### src/rtl/imem_prefetch.sv
// Sequential instruction prefetcher: issues word fetches ahead of the core and buffers them in a DEPTH-entry FIFO.
// Response-to-instr_valid latency is one cycle (registered FIFO). Requests stall when in-flight plus buffered words would overflow the FIFO.
module imem_prefetch_fifo #(
  parameter int W     = 64,
  parameter int DEPTH = 4,
  parameter int CW    = $clog2(DEPTH) + 1
) (
  input  logic          clk,
  input  logic          rst,
  input  logic          flush,
  input  logic          push_vld,
  input  logic [W-1:0]  push_dat,
  input  logic          pop_rdy,
  output logic          pop_vld,
  output logic [W-1:0]  pop_dat,
  output logic [CW-1:0] count
);
  localparam int AW = $clog2(DEPTH);

  logic [W-1:0]  mem [DEPTH];
  logic [AW-1:0] rd_ptr;
  logic [AW-1:0] wr_ptr;
  logic          pop;

  assign pop_vld = (count != '0);
  assign pop_dat = mem[rd_ptr];
  assign pop     = pop_rdy && pop_vld;

  always_ff @(posedge clk or posedge rst) begin
    if (rst) begin
      rd_ptr <= '0;
      wr_ptr <= '0;
      count  <= '0;
      for (int i = 0; i < DEPTH; i++) mem[i] <= '0;
    end else if (flush) begin
      rd_ptr <= '0;
      wr_ptr <= '0;
      count  <= '0;
    end else begin
      if (push_vld) begin
        mem[wr_ptr] <= push_dat;
        wr_ptr      <= wr_ptr + 1'b1;
      end
      if (pop) rd_ptr <= rd_ptr + 1'b1;
      count <= count + CW'(push_vld) - CW'(pop);
    end
  end
endmodule

module imem_prefetch #(
  parameter int          DEPTH    = 4,
  parameter logic [31:0] RESET_PC = 32'h0000_0000
) (
  input  logic        sysclk,
  input  logic        rst_in,
  output logic        mem_req_valid,
  input  logic        mem_req_ready,
  output logic [31:0] mem_req_addr,
  input  logic        mem_rsp_valid,
  input  logic [31:0] mem_rsp_data,
  output logic        instr_valid,
  input  logic        instr_ready,
  output logic [31:0] instr_data,
  output logic [31:0] instr_pc,
  input  logic        redirect_in,
  input  logic [31:0] redirect_pc_in
);
  localparam int CW = $clog2(DEPTH) + 1;

  typedef struct packed {
    logic [31:0] pc;
    logic [31:0] dat;
  } ent_t;

  logic [31:0] fetch_pc;
  logic [31:0] rsp_pc;
  logic [31:0] new_pc;
  logic [CW-1:0] outstanding;
  logic [CW-1:0] discard;
  logic [CW-1:0] live;
  logic [CW-1:0] fifo_cnt;
  logic [CW:0]   committed;
  logic          req_fire;
  logic          fifo_push;
  ent_t          push_ent;
  ent_t          head_ent;

  assign new_pc    = redirect_pc_in & 32'hFFFF_FFFC;
  assign live      = outstanding - discard;
  // Live requests already own a FIFO slot, so the FIFO can never overflow.
  assign committed = {1'b0, fifo_cnt} + {1'b0, live};

  assign mem_req_valid = !rst_in && !redirect_in
                      && (outstanding < CW'(DEPTH))
                      && (committed < (CW+1)'(DEPTH));
  assign mem_req_addr  = fetch_pc;
  assign req_fire      = mem_req_valid && mem_req_ready;
  assign fifo_push     = mem_rsp_valid && !redirect_in && (discard == '0);

  assign push_ent.pc  = rsp_pc;
  assign push_ent.dat = mem_rsp_data;

  always_ff @(posedge sysclk or posedge rst_in) begin
    if (rst_in) begin
      fetch_pc    <= RESET_PC;
      rsp_pc      <= RESET_PC;
      outstanding <= '0;
      discard     <= '0;
    end else begin
      outstanding <= outstanding + CW'(req_fire) - CW'(mem_rsp_valid);
      if (redirect_in) begin
        fetch_pc <= new_pc;
        rsp_pc   <= new_pc;
        discard  <= outstanding - CW'(mem_rsp_valid);
      end else begin
        if (req_fire)  fetch_pc <= fetch_pc + 32'd4;
        if (fifo_push) rsp_pc   <= rsp_pc + 32'd4;
        if (mem_rsp_valid && (discard != '0)) discard <= discard - 1'b1;
      end
    end
  end

  imem_prefetch_fifo #(.W($bits(ent_t)), .DEPTH(DEPTH), .CW(CW)) u_fifo (
    .clk      (sysclk),
    .rst      (rst_in),
    .flush    (redirect_in),
    .push_vld (fifo_push),
    .push_dat (push_ent),
    .pop_rdy  (instr_ready),
    .pop_vld  (instr_valid),
    .pop_dat  (head_ent),
    .count    (fifo_cnt)
  );

  assign instr_pc   = head_ent.pc;
  assign instr_data = head_ent.dat;

  a_no_push_when_full: assert property (@(posedge sysclk) disable iff (rst_in)
    !(fifo_push && (fifo_cnt == CW'(DEPTH))));
endmodule

### config.mk
export PLATFORM = sky130hd
export DESIGN_NAME = imem_prefetch
export DESIGN_NICKNAME = d
export VERILOG_FILES = /design/src/rtl/imem_prefetch.sv
export SDC_FILE = /design/constraint.sdc
export NUM_CORES = 1
export LEC_CHECK = 0
export ABC_AREA = 1
export BUFFER_PORTS_ARGS = -buffer_cell sky130_fd_sc_hd__buf_2
export CAP_MARGIN = 10
export CORE_UTILIZATION = 35
export CTS_CLUSTER_DIAMETER = 100
export DETAILED_ROUTE_END_ITERATION = 8
export PLACE_DENSITY = 0.63
export SLEW_MARGIN = 30
export SYNTH_ARGS = -nofsm -noshare
export SYNTH_HDL_FRONTEND = slang
export SYNTH_SLANG_ARGS = --single-unit
### constraint.sdc
create_clock -name sysclk -period 22.7 [get_ports sysclk]
set_input_delay 1.135 -clock sysclk [delete_from_list [all_inputs] [get_ports sysclk]]
set_output_delay 1.135 -clock sysclk [all_outputs]
set_load 0.02 [all_outputs]
==> impl_metrics.py, run 1 <==
metrics = {
    "synth": {
        "synth-edff-count": 0,
        "netlist_instances": 1929,
        "avgSynthCellArea_um2": 8.16,
        "netlist_area_mm2": 0.0157,
        "synth_cell_types": 40,
        "synth_seq_area_share_pct": 51.0,
        "ys_warn_count": 0,
        "synth_ff_type": "dfrtp_1",
        "synth_seq_cells": 321,
        "async_flop_share_pct": 100,
    },
    "placement": {
        "io_buffers": 161,
        "dp_cells": 2585,
        "dpl_cell_area_mm2": 0.0167,
        "gp_congestion": 0.895,
        "dp_hpwl_mm": 26.3,
    },
    "global_routing": {
        "grt_pass1_wl_mm": 69.3,
        "grt_max_degree": 124,
        "grt_overflow": 0,
        "track_usage_pct": 18.7,
        "grt_antenna_before_repair": 0,
        "grt_pass1_vias": 12900,
    },
    "sta": {
        "rsz0062_at_grt": "false",
        "slew_headroom_pct": 35.6,
        "fin_crit_sh_pct": 18.6,
        "worst_slew_pin_slew_ps": 967,
        "hold_violations": 0,
        "drv_slew": 0,
        "timing.fmax_ghz": 0.236,
        "setup_viol": 0,
        "finClkSkew_ps": 18.7,
        "post-route-min-period_ps": 4230,
        "tns_ps": 0,
    },
    "floorplanning": {
        "die_y_um": 214,
        "core_mm2": 0.0443,
        "fp.dieArea_mm2": 0.0458,
        "start_util_pct": 35.5,
        "die_x_um": 214,
        "io-pin-count": 168,
        "rows": 77,
    },
    "status": {
        "outcome": "completed",
    },
    "setup_path": {
        "r2r-end": "outstanding[2]",
        "crit_type": "flip-flop to output pin",
        "cp_max_fo": 91,
        "arrival_ps": 3090,
        "reg2reg_depth": 16,
        "cp-end-kind": "output pin",
        "r2r_start": "outstanding[0]",
        "cp-start-kind": "flip-flop",
        "regToRegSetupSlack_ps": 19160,
        "worstPathRequired_ps": 21570,
    },
    "min_path": {
        "hold_end": "u_fifo.mem[82]",
        "hold_class": "flip-flop to flip-flop",
        "min_path_cells": 2,
        "min_from": "u_fifo.mem[82]",
    },
    "routing": {
        "ant_nets": 0,
        "routedWlPerCell_um": 15.9,
        "via_per_inst": 5.09,
        "routed_wl_mm": 42.4,
        "drc": 0,
        "num_vias": 13500,
        "drtIter0Drc": 1371,
        "firstDrtPassIters": 6,
    },
    "cts": {
        "h-tree-depth": 2,
        "clk_pin_slew_ps": 60,
        "postCtsSetupBuffers": 0,
        "clk_latency_ps": 560,
        "cts_resized": 0,
        "cts_made_buffers": 37,
        "max-clock-path-buffers": 3,
        "cts_tree": "yes",
        "cts_sinks": 321,
        "hold_buffers": 0,
        "cts_root_buffer": "clkbuf_16",
    },
    "cells_and_area": {
        "drive_above_1_share_pct": 13.5,
        "finalInstanceArea_mm2": 0.0180,
        "final_cells": 2656,
        "insertedDiodeCount": 0,
        "final_nets": 2125,
        "area_growth_pct": 14.6,
    },
    "power_and_ir_drop": {
        "vdd_drop_max_uv": 53.0,
        "leakagePower_uw": 0.00875,
        "total_power_uw": 2140,
        "power_density_mw_per_mm2": 118,
    },
    "run": {
        "max-cap-violations": 0,
    },
}
[registers in the layout, indices dropped and copies added, names as in the netlist]
| name | count |
|---|---|
| u_fifo.rd_ptr | 2 |
| u_fifo.count | 3 |
| rsp_pc | 30 |
| u_fifo.wr_ptr | 2 |
| mem_req_addr | 30 |
| discard | 3 |
| outstanding | 3 |
| u_fifo.mem | 248 |
[kinds of logic after synthesis]
kind of cell	Yosys count	share of synthesized area [%]
compound gates	502	16.9
fa+ha+maj	20	1.73
other cells	1	0.0238
simple gates	801	20.8
xor+xnor	28	1.56
flops	321	51.0
buf+inv	256	7.88
[synthesized netlist by cell type (all sizes together), types with 4 or more instances]
cell	count	share of area, %
inv	143	3.5
clkbuf	62	1.5
o22ai	62	2.5
a21oi	12	0.38
nand3	65	2.1
nor3	8	0.25
o21ai	409	13
nand4	18	0.72
xor2	21	1.2
ha	17	1.4
buf	49	2.9
nand2	496	12
dfrtp	321	51
xnor2	7	0.39
nand3b	4	0.27
o211ai	12	0.57
nor2	208	5.3
[critical path, cell delays in order, from the launching register on]
cell and delay [ps]:
dfrtp_4 660, clkinv_2 440, buf_6 610, o21ai_0 170
o22ai_1 380, buf_2 250
[per-stage QoR]
step / setup slack [ps] / hold slack [ps] / utilization (%)
global placement: 18290 / 460 / 37.7
global route: 18300 / 493 / 40.7
finish: 18470 / 477 / 40.7
floorplan: 12680 / 448 / -
CTS: 18210 / 478 / 40.5
detailed placement: 18220 / 463 / 37.7
[worst max path at each step]
| stage | depth (start not counted) | slack [ps] | startpoint | to |
|---|---|---|---|---|
| after CTS | 5 | 18210 | u_fifo.rd_ptr[0] | instr_pc[9] |
| after global routing | 5 | 18300 | u_fifo.rd_ptr[0] | instr_pc[9] |
| after global placement | 7 | 18290 | redirect_in | u_fifo.mem[213] |
| after detailed placement | 7 | 18220 | redirect_in | u_fifo.mem[19] |
| final | 5 | 18470 | u_fifo.rd_ptr[0] | instr_pc[9] |
| after floorplan | 1 | 12680 | rst_in | discard[0] |
[cell usage in the layout (no fill, tap or decap), types with 2 or more instances in the layout]
master / Yosys / routed
clkbuf_16: 0 / 37
o21ai_2: 6 / 6
nand3b_1: 3 / 3
buf_12: 0 / 2
buf_2: 13 / 161
bufinv_16: 0 / 2
clkbuf_8: 0 / 10
a21oi_1: 12 / 12
nand4_1: 18 / 18
clkinv_2: 0 / 11
xnor2_1: 7 / 7
ha_1: 17 / 17
nand2_2: 3 / 3
clkbuf_1: 62 / 2
nor2_1: 197 / 197
conb_1: 1 / 4
inv_6: 1 / 2
buf_4: 4 / 8
inv_1: 139 / 138
o221ai_1: 2 / 2
dfrtp_1: 321 / 319
nor3_1: 8 / 8
clkinvlp_4: 0 / 3
a31oi_1: 2 / 2
nor2_4: 2 / 2
o21ai_0: 339 / 339
o22ai_1: 62 / 62
o211ai_1: 12 / 12
nand2_1: 487 / 487
nor2_2: 8 / 8
nand3_1: 65 / 65
nand2_4: 6 / 6
xor2_1: 21 / 21
inv_2: 2 / 3
o21ai_1: 64 / 64
buf_6: 32 / 3
clkinv_8: 0 / 2
fa_1: 3 / 3
[routing by layer]
| metal | wire length, um | GRT usage (%) | vias to the layer above |
|---|---|---|---|
| met5 | 0 | 0 | - |
| met2 | 19000 | 29.3 | 449 |
| met1 | 19800 | 26.0 | 6471 |
| met4 | 928 | 5.83 | 0 |
| li1 | - | - | 6533 |
| met3 | 2670 | 3.59 | 65 |
[area by class of cell]
type	count	area, um2
tap	592	741
inverter	145	561
multi-input combinational	1355	6470
sequential	321	8040
clock inverter	19	183
fill	4506	26300
timing repair buffer	175	967
clock buffer	49	1070
[report_power, final]
group / switching (uW) / internal, uW
Combinational: 473 / 237
Sequential: 102 / 719
Clock: 248 / 358
Power figures use the tool's default switching activity.
==> inputs of run 2 (changes only) <==
--- a/config.mk
+++ b/config.mk
@@ -5,7 +5,7 @@
 export SDC_FILE = /design/constraint.sdc
 export NUM_CORES = 1
 export LEC_CHECK = 0
-export ABC_AREA = 1
+export ABC_AREA = 0
 export BUFFER_PORTS_ARGS = -buffer_cell sky130_fd_sc_hd__buf_2
 export CAP_MARGIN = 10
 export CORE_UTILIZATION = 35
==> constraint.sdc (replaced) <==
create_clock -name sysclk -period 4 [get_ports sysclk]
set_input_delay 0.2 -clock sysclk [delete_from_list [all_inputs] [get_ports sysclk]]
set_output_delay 0.2 -clock sysclk [all_outputs]
set_load 0.02 [all_outputs]
==> impl_metrics.py, run 2 <==
metrics = {
    "routing": {
        "routed_wl_mm": 34.6,
        "firstDrtPassIters": 4,
        "drtIter0Drc": 430,
        "routedWlPerCell_um": 18.6,
        "via_per_inst": 5.20,
        "num_vias": 9633,
        "ant_nets": 0,
        "drc": 0,
    },
    "synth": {
        "synth-edff-count": 0,
        "synthTopCellsByArea": "dfrtp_1, mux2_2, mux4_2",
        "synth_seq_cells": 321,
        "netlist_area_mm2": 0.0150,
        "synth_top_area_cell": "dfrtp_1",
        "synth_cell_types": 51,
        "ys_warn_count": 0,
        "synth_seq_area_share_pct": 53.7,
        "async_flop_share_pct": 100,
        "synth_most_common_cell": "dfrtp_1",
        "netlist_instances": 1082,
        "synth_ff_type": "dfrtp_1",
        "synthTopCellsByCount": "dfrtp_1, mux2_2, mux4_2",
        "avgSynthCellArea_um2": 13.8,
        "yosysTopAreaCellShare_pct": 53.7,
    },
    "sta": {
        "setup_ws_ps": 469,
        "finClkSkew_ps": 24.0,
        "hold_violations": 0,
        "post-route-min-period_ps": 3530,
        "setup_viol": 0,
        "fin_crit_sh_pct": 88.3,
        "timing.fmax_ghz": 0.283,
        "worst_slew_pin_slew_ps": 826,
        "drv_slew": 0,
        "slew_headroom_pct": 44.9,
        "rsz0062_at_grt": "false",
        "holdWs_ps": 84.6,
    },
    "setup_path": {
        "cp-end-kind": "flip-flop",
        "cp_max_fo": 2,
        "reg2reg_depth": 16,
        "setup.worst_path.start": "outstanding[0]",
        "crit_path_max_incr_delay_ps": 380,
        "r2r-end": "outstanding[2]",
        "critPathBufInv": 4,
        "cp-start-kind": "flip-flop",
        "worstPathRequired_ps": 4420,
        "crit_type": "flip-flop to flip-flop",
        "cpMostUsedCell": "ha_1",
        "regToRegSetupSlack_ps": 470,
        "critPathSlowestCell": "dfrtp_1",
        "path_delay_family": "adder cells",
        "r2r_start": "outstanding[0]",
        "arrival_ps": 3950,
        "cp_cell_sequence": "inv_1 > ha_1 > inv_1 > fa_1 > xor2_1 > xnor2_1 > ha_1 > nor4_1 > and4b_1 > inv_2 > ha_1 > inv_1 > ha_1 > fa_1 > xor2_1 > xnor2_1",
    },
    "global_routing": {
        "track_usage_pct": 16.4,
        "grt_antenna_before_repair": 0,
        "grt_pass1_vias": 10100,
        "grt_max_degree": 125,
        "grt_overflow": 0,
        "grt_pass1_wl_mm": 56.4,
    },
    "placement": {
        "gp_congestion": 0.826,
        "dpl_worst_slack_ps": 432,
        "io_buffers": 161,
        "dp_hpwl_mm": 21.4,
    },
    "cells_and_area": {
        "final_nets": 1378,
        "largest_register_ffs": 248,
        "final_cell_mix": "dfrtp_1, mux2_2, buf_2",
        "filler_cell_count": 3861,
        "final_common_cell": "dfrtp_1",
        "regMostFlops": "u_fifo.mem",
        "final_core_util_pct": 43.2,
        "insertedDiodeCount": 0,
        "drive_above_1_share_pct": 42.5,
        "area_growth_pct": 21.5,
    },
    "floorplanning": {
        "rows": 75,
        "die_y_um": 209,
        "core_mm2": 0.0420,
        "io-pin-count": 168,
        "fp.dieArea_mm2": 0.0436,
        "die_x_um": 209,
        "start_util_pct": 35.6,
    },
    "cts": {
        "max-clock-path-buffers": 3,
        "cts_made_buffers": 38,
        "cts_sinks": 321,
        "cts_root_buffer": "clkbuf_16",
        "h-tree-depth": 2,
        "cts_tree": "yes",
        "cts_resized": 0,
        "clk_pin_slew_ps": 50,
        "clk_latency_ps": 550,
    },
    "status": {
        "outcome": "completed",
    },
    "min_path": {
        "hold_end": "rsp_pc[7]",
        "min_path_cells": 3,
        "min_from": "redirect_pc_in[7]",
        "hold_class": "primary input to flip-flop",
    },
    "power_and_ir_drop": {
        "power_density_mw_per_mm2": 634,
        "leakagePower_uw": 0.00841,
        "vdd_drop_max_uv": 303,
    },
    "run": {
        "max-cap-violations": 0,
    },
}
[run 2: worst max-delay path by stage]
stage | end | depth (start not counted)
2_1_floorplan | discard[0] | 1
3_3_place_gp | outstanding[2] | 16
3_5_place_dp | outstanding[2] | 16
4_1_cts | outstanding[2] | 16
5_1_grt | outstanding[2] | 16
6_report | outstanding[2] | 16
[run 2: stage by stage]
stage	power, uW	TNS (ps)	cells	instance area (um2)
after floorplan	7040	-154330	1085	15000
after global placement	8080	0	1724	16300
after detailed placement	8200	0	1724	16300
after CTS	11700	0	1854	18200
after global routing	12200	0	1854	18200
final	11500	0	1854	18200
[run 2: kinds of logic after synthesis]
| family | Yosys count | share of synthesized area (%) |
|---|---|---|
| xor gates and xnor gates | 47 | 2.75 |
| muxes | 315 | 28.3 |
| DFF | 321 | 53.7 |
| other | 1 | 0.0251 |
| adders and majority gates | 20 | 1.82 |
| buffers and inverters | 92 | 2.74 |
| AOI/OAI and AO/OA | 83 | 3.42 |
| and+or+nand+nor | 203 | 7.20 |
[run 2: routing by layer]
layer	vias up	part of all wire (%)	track usage, %
met3	47	5.4	3.67
met1	4958	47	22.7
met2	246	46	26.0
met4	0	1.8	4.08
li1	4382	-	-
met5	-	0	0
[run 2: worst reg2reg max path: stages (launching register included)]
cell and delay [ps]:
dfrtp_1 380, inv_1 80, ha_1 140, inv_1 50
fa_1 370, xor2_1 160, xnor2_1 130, ha_1 270
nor4_1 350, and4b_1 300, inv_2 50, ha_1 260
inv_1 40, ha_1 180, fa_1 370, xor2_1 160
xnor2_1 120
[run 2: area by class of cell]
| class | instances | area, um2 | share of cell area, % |
|---|---|---|---|
| clock inverter | 11 | 124 | 0.681 |
| tap | 539 | 674 | 3.71 |
| multi-input combinational | 672 | 6600 | 36.3 |
| inverter | 19 | 75.1 | 0.413 |
| sequential | 321 | 8040 | 44.2 |
| clock buffer | 56 | 1100 | 6.04 |
| timing repair buffer | 236 | 1580 | 8.67 |
[run 2: repair_timing]
item | in CTS | in global routing
hold endpoints to repair | 193 | 0
hold buffers | 63 | 0
setup endpoints to repair | 0 | 0
buffers inserted | 0 | 0
[run 2: power by group]
part	switching, uW	internal, uW	leakage [uW]
Combinational	1800	1760	0.00360
Clock	1370	2030	0.000605
Sequential	564	4000	0.00421
Total	3740	7790	0.00841
